[src/rtl/serial_rx_port.sv]
`default_nettype none
//============================================================================
// Module   : serial_rx_port
// Purpose  : Oversampled serial byte receiver. Each frame is
//            1 start bit (0), 8 data bits LSB first, 1 stop bit (1).
//            Every bit lasts BIT_CYCLES clocks. The start bit is checked at
//            mid-bit. Each later bit is sampled BIT_CYCLES clocks after the
//            previous sample. Received bytes are held in data_out. A
//            level-sensitive acknowledge handshake hands each byte to the
//            consumer.
// Ports    : CLK          system clock; all state changes on its rising edge
//            nCLR         asynchronous active-low reset
//            serial_in    serial line, idle high, already synchronous to CLK
//            acknowledge  consumer has taken data_out (level, active-high)
//            data_out     last received byte, stable while ready=1
//            ready        data_out holds an unacknowledged byte
//            busy         receiver FSM is not in IDLE (registered)
//            frame_err    sticky: the last frame had a bad stop bit
//            overrun      sticky: a good frame was dropped because ready=1
// Revision : 1.0  initial release
//============================================================================
module serial_rx_port #(
    parameter int BIT_CYCLES = 4    // clocks per bit; even and >= 4
) (
    input  logic       CLK,
    input  logic       nCLR,
    input  logic       serial_in,
    input  logic       acknowledge,
    output logic [7:0] data_out,
    output logic       ready,
    output logic       busy,
    output logic       frame_err,
    output logic       overrun
);

    localparam int                 c_cnt_w    = $clog2(BIT_CYCLES);
    localparam logic [c_cnt_w-1:0] c_half_cnt = c_cnt_w'(BIT_CYCLES / 2);
    localparam logic [c_cnt_w-1:0] c_last_cnt = c_cnt_w'(BIT_CYCLES - 1);
    localparam logic [c_cnt_w-1:0] c_one_cnt  = c_cnt_w'(1);

    typedef enum logic [2:0] {
        ST_IDLE  = 3'd0,
        ST_START = 3'd1,
        ST_DATA  = 3'd2,
        ST_STOP  = 3'd3,
        ST_BREAK = 3'd4
    } state_t;

    state_t             r_state, w_state_nxt;
    logic [c_cnt_w-1:0] r_cnt, w_cnt_nxt;
    logic [2:0]         r_idx, w_idx_nxt;
    logic [7:0]         r_shift, w_shift_nxt;
    logic [7:0]         r_data;
    logic               r_ready, r_busy, r_frame_err, r_overrun;

    logic               w_start_ok;   // start bit confirmed at mid-bit
    logic               w_stop_good;  // stop sample was 1
    logic               w_stop_bad;   // stop sample was 0
    logic               w_ack;        // acknowledge that actually counts
    logic               w_load;       // new byte goes into data_out

    //------------------------------------------------------------------
    // Next-state and datapath decode
    //------------------------------------------------------------------
    always_comb begin
        w_state_nxt = r_state;
        w_cnt_nxt   = r_cnt;
        w_idx_nxt   = r_idx;
        w_shift_nxt = r_shift;
        w_start_ok  = 1'b0;
        w_stop_good = 1'b0;
        w_stop_bad  = 1'b0;

        case (r_state)
            ST_IDLE: begin
                // The edge that sees the first 0 counts as phase 1 of the
                // start bit, so the mid-bit check lands BIT_CYCLES/2 edges later.
                if (!serial_in) begin
                    w_state_nxt = ST_START;
                    w_cnt_nxt   = c_one_cnt;
                end
            end

            ST_START: begin
                if (r_cnt == c_half_cnt) begin
                    w_cnt_nxt = '0;
                    if (!serial_in) begin
                        w_state_nxt = ST_DATA;
                        w_idx_nxt   = 3'd0;
                        w_start_ok  = 1'b1;
                    end else begin
                        // The line went high again before mid-bit, so this was a glitch.
                        w_state_nxt = ST_IDLE;
                    end
                end else begin
                    w_cnt_nxt = r_cnt + c_one_cnt;
                end
            end

            ST_DATA: begin
                if (r_cnt == c_last_cnt) begin
                    w_cnt_nxt            = '0;
                    w_shift_nxt[r_idx]   = serial_in;
                    if (r_idx == 3'd7) begin
                        w_state_nxt = ST_STOP;
                        w_idx_nxt   = 3'd0;
                    end else begin
                        w_idx_nxt = r_idx + 3'd1;
                    end
                end else begin
                    w_cnt_nxt = r_cnt + c_one_cnt;
                end
            end

            ST_STOP: begin
                if (r_cnt == c_last_cnt) begin
                    w_cnt_nxt = '0;
                    if (serial_in) begin
                        w_stop_good = 1'b1;
                        w_state_nxt = ST_IDLE;
                    end else begin
                        w_stop_bad  = 1'b1;
                        w_state_nxt = ST_BREAK;
                    end
                end else begin
                    w_cnt_nxt = r_cnt + c_one_cnt;
                end
            end

            ST_BREAK: begin
                // Wait for the line to return to idle. Otherwise a held-low line
                // would be read as a stream of start bits.
                if (serial_in) begin
                    w_state_nxt = ST_IDLE;
                end
            end

            default: begin
                w_state_nxt = ST_IDLE;
                w_cnt_nxt   = '0;
                w_idx_nxt   = 3'd0;
            end
        endcase
    end

    // An acknowledge on the same edge as a good stop frees the holding
    // register just in time. The new byte then loads instead of overrunning.
    assign w_ack  = acknowledge && r_ready;
    assign w_load = w_stop_good && (!r_ready || acknowledge);

    //------------------------------------------------------------------
    // State register
    //------------------------------------------------------------------
    always_ff @(posedge CLK or negedge nCLR) begin
        if (!nCLR) begin
            r_state <= ST_IDLE;
            r_cnt   <= '0;
            r_idx   <= 3'd0;
            r_shift <= 8'h00;
            r_busy  <= 1'b0;
        end else begin
            r_state <= w_state_nxt;
            r_cnt   <= w_cnt_nxt;
            r_idx   <= w_idx_nxt;
            r_shift <= w_shift_nxt;
            // busy is decoded from the next state, so it changes on the same
            // edge as the state it reflects.
            r_busy  <= (w_state_nxt != ST_IDLE);
        end
    end

    //------------------------------------------------------------------
    // Output holding register, handshake and sticky flags
    //------------------------------------------------------------------
    always_ff @(posedge CLK or negedge nCLR) begin
        if (!nCLR) begin
            r_data      <= 8'h00;
            r_ready     <= 1'b0;
            r_frame_err <= 1'b0;
            r_overrun   <= 1'b0;
        end else begin
            if (w_load) begin
                r_data <= w_shift_nxt;
            end

            if (w_load) begin
                r_ready <= 1'b1;
            end else if (w_ack) begin
                r_ready <= 1'b0;
            end

            if (w_stop_good && r_ready && !acknowledge) begin
                r_overrun <= 1'b1;
            end else if (w_ack) begin
                r_overrun <= 1'b0;
            end

            if (w_stop_bad) begin
                r_frame_err <= 1'b1;
            end else if (w_start_ok) begin
                r_frame_err <= 1'b0;
            end
        end
    end

    assign data_out  = r_data;
    assign ready     = r_ready;
    assign busy      = r_busy;
    assign frame_err = r_frame_err;
    assign overrun   = r_overrun;

endmodule
`default_nettype wire

[config.mk]
export PLATFORM = sky130hd
export DESIGN_NAME = serial_rx_port
export DESIGN_NICKNAME = d
export VERILOG_FILES = /design/src/rtl/serial_rx_port.sv
export SDC_FILE = /design/constraint.sdc
export NUM_CORES = 1
export LEC_CHECK = 0
export BUFFER_PORTS_ARGS = -buffer_cell sky130_fd_sc_hd__buf_2
export CAP_MARGIN = 20
export CORE_UTILIZATION = 55
export DETAILED_ROUTE_END_ITERATION = 8
export PLACE_DENSITY_LB_ADDON = 0.05
export SLEW_MARGIN = 20
export SYNTH_ARGS = -nofsm -noshare
export SYNTH_HDL_FRONTEND = slang
export SYNTH_SLANG_ARGS = --single-unit
[constraint.sdc]
create_clock -name CLK -period 4.16 [get_ports CLK]
set_clock_uncertainty 0.15 [all_clocks]
set_input_delay 0.832 -clock CLK [delete_from_list [all_inputs] [get_ports CLK]]
set_output_delay 0.832 -clock CLK [all_outputs]
set_load 0.01 [all_outputs]
==> results.json <==
{
  "yosysTopAreaCellShare_pct": 47.1,
  "grt_pass1_vias": 921,
  "drtIter0Drc": 8,
  "syn_nets": 130,
  "crit_buf_inv": 0,
  "run_status": "completed",
  "grt-ovfl-total": 0,
  "cp.arrival_ps": 2040,
  "die_w_um": 54.0,
  "grt_use_total_pct": 20.0,
  "dr.pass1.iters": 4,
  "r2r_cells": 4,
  "synth-simple-area-share_pct": 20.1,
  "gp_congestion": 0.745,
  "portBuffers": 15,
  "avgSynthCellArea_um2": 12.4,
  "clock_latency_ps": 330,
  "yosys.area.top_type": "dfrtp_1",
  "max-cap-violations": 0,
  "drcViolationCount": 0,
  "cts_buffers": 3,
  "cts_hold_buf": 0,
  "routed_wl_um": 2340,
  "cts_tree": "done",
  "syn_to_final_growth_pct": 8.00,
  "cp_max_fo": 9,
  "rows": 18,
  "die_h_um": 54.0,
  "synth_cell_types": 38,
  "routed_via_density": 5.81,
  "synth_compound_gate_area_share_pct": 7.24,
  "hold_violations": 0,
  "min_path_type": "primary input to asynchronous set/reset pin",
  "power_density_mw_per_mm2": 531,
  "clock_path_buffers": 2,
  "path_delay_family": "simple AND/OR/NAND/NOR gates",
  "synthMuxAreaShare_pct": 16.3,
  "reg2reg_slack_ps": 2200,
  "crit_start": "r_cnt[0]",
  "cts_resized": 0,
  "seq_area_frac_synth_pct": 47.1,
  "power.leakage_nw": 0.803,
  "report.final.slew_viol_count": 0,
  "cts_setup_buffers": 0,
  "drive_gt1_share_pct": 25.4,
  "required_ps": 4250,
  "hpwl_um": 1630,
  "finalNetCount": 141,
  "path_cells": "ha_1 -> and4b_4 -> nand3_4 -> mux2_4",
  "ioPinCount": 16,
  "yosys-top-cells-area": "dfrtp_1, mux2_4, mux2_1, ha_1, nor4b_2",
  "grt_max_degree": 29,
  "routedWlPerCell_um": 14.6,
  "clkSlewWorstSetupHoldPaths_ps": 160,
  "dieArea_mm2": 0.00291,
  "cts-root-buf": "clkbuf_4",
  "grt_pass1_wl_um": 4080,
  "r2r-start": "r_cnt[0]",
  "cts_sinks": 28,
  "cp.depth": 4,
  "initial_core_util_pct": 58.9,
  "period_share_pct": 47.0,
  "synth_xor_area_share_pct": 0,
  "antenna_found_initial": 0,
  "max_stage_delay_ps": 430,
  "synth_top_family_by_area": "simple AND/OR/NAND/NOR gates",
  "setup_tns_ps": 0,
  "cp-end-kind": "register",
  "finalCriticalPeriod_ps": 1960,
  "num_antenna_cells": 0,
  "netlist_area_mm2": 0.00149,
  "cp_slowest_cell": "dfrtp_1",
  "critPathLaunchType": "register",
  "path_class": "register to register",
  "synth_adder_area_share_pct": 5.05,
  "coreArea_mm2": 0.00252,
  "slew_headroom_pct": 59.1,
  "holdWs_ps": 333,
  "setup_viol": 0,
  "drtAntennaViolNets": 0,
  "cts_htree_levels": 1,
  "vdd_ir_drop_max_v": 0.000363,
  "syn_inst": 120,
  "vias": 930,
  "worst_slew_pin_slew_ps": 614,
  "yosys_warnings": 0,
  "ys_ff_latch": 28,
  "r2r_end": "data_out[7]",
  "fmax_mhz": 511,
  "rsz0062_at_grt": "false"
}
-- layout make-up --
| cell class | count | area (um2) |
|---|---|---|
| clock inverters | 1 | 30.0 |
| repair buffers | 15 | 75.1 |
| flip-flops and latches | 28 | 701 |
| multi-input cells | 79 | 724 |
| well taps | 30 | 37.5 |
| fillers | 193 | 917 |
| clock buffers | 3 | 22.5 |
| inverters | 4 | 15.0 |
-- registers in the layout, summed over array words and instances, names as in the netlist --
signal     cells
overrun        1
r_cnt          2
frame_err      1
busy           1
r_state        3
data_out       8
ready          1
r_shift        8
r_idx          3
-- Yosys cell counts --
master	n
nor4_1	1
o32ai_1	1
a21oi_1	3
o21a_1	2
nor3b_1	1
and4b_4	1
a211oi_1	1
mux2_4	8
nand2b_1	1
and4bb_1	2
clkbuf_1	3
o21ai_1	4
o22ai_1	1
and3_1	4
nand3_4	1
ha_1	6
buf_2	4
nand4bb_1	1
a21boi_1	1
mux2_1	10
o21bai_1	1
and3b_1	1
nand4b_1	3
nand3_1	2
nor3_1	1
buf_4	2
nor2b_1	1
nand4bb_4	1
nand2_1	5
nand3b_4	1
nor4b_2	2
a31oi_1	2
mux2i_1	1
inv_1	4
o31ai_1	1
nor2_1	7
dfrtp_1	28
nand3b_1	1
-- cell families (layout without fill, tap and decap cells) --
logic type,after synthesis,count (layout)
buffers and inverters,13,23
AOI/OAI and AO/OA,17,17
and+or+nand+nor,37,37
adders and majority gates,6,6
DFF,28,28
muxes,19,19
-- worst max path at each step --
stage	end	slack (ps)
2_1_floorplan	r_idx[0]	2350
3_3_place_gp	r_idx[2]	2040
3_5_place_dp	r_idx[0]	2000
4_1_cts	data_out[7]	2200
5_1_grt	r_shift[0]	2060
6_report	data_out[7]	2200
-- layer usage --
| layer | GRT usage (%) | part of all wire [%] | vias to the layer above | routed length (um) |
|---|---|---|---|---|
| li1 | - | - | 453 | - |
| met1 | 24.2 | 49 | 456 | 1150 |
| met2 | 35.2 | 46 | 16 | 1080 |
| met3 | 3.11 | 2.9 | 5 | 68 |
| met4 | 7.69 | 1.5 | 0 | 36 |
| met5 | 0 | 0 | - | 0 |
-- where the power goes --
group / internal [W] / leakage (nW) / switching (W)
clock network: 0.0000975 / 0.0279 / 0.0000840
registers: 0.000334 / 0.362 / 0.0000810
logic: 0.000137 / 0.412 / 0.000119
-- stage by stage --
step | utilization [%] | instance area, um2 | total power, W | setup WS (ps) | instances
after floorplan | - | 1490 | 0.000614 | 2350 | 120
after global placement | 61.6 | 1550 | 0.000669 | 2040 | 156
after detailed placement | 61.6 | 1550 | 0.000682 | 2000 | 156
after CTS | 63.6 | 1610 | 0.000862 | 2200 | 160
after global routing | 63.6 | 1610 | 0.000917 | 2060 | 160
final | 63.6 | 1610 | 0.000852 | 2200 | 160
-- cells in the final DEF (no fill, tap or decap), types with 2 or more instances in the layout --
master	synthesis	routed
mux2_1	10	10
inv_1	4	4
nor2_1	7	7
nand4b_1	3	3
and3_1	4	4
ha_1	6	6
o21a_1	2	2
dfrtp_1	28	28
buf_2	4	15
nor4b_2	2	2
mux2_4	8	8
a31oi_1	2	2
o21ai_1	4	4
nand3_1	2	2
and4bb_1	2	2
nand2_1	5	5
a21oi_1	3	3
clkbuf_4	0	3
Note: power is estimated with default switching activity, not from simulation.
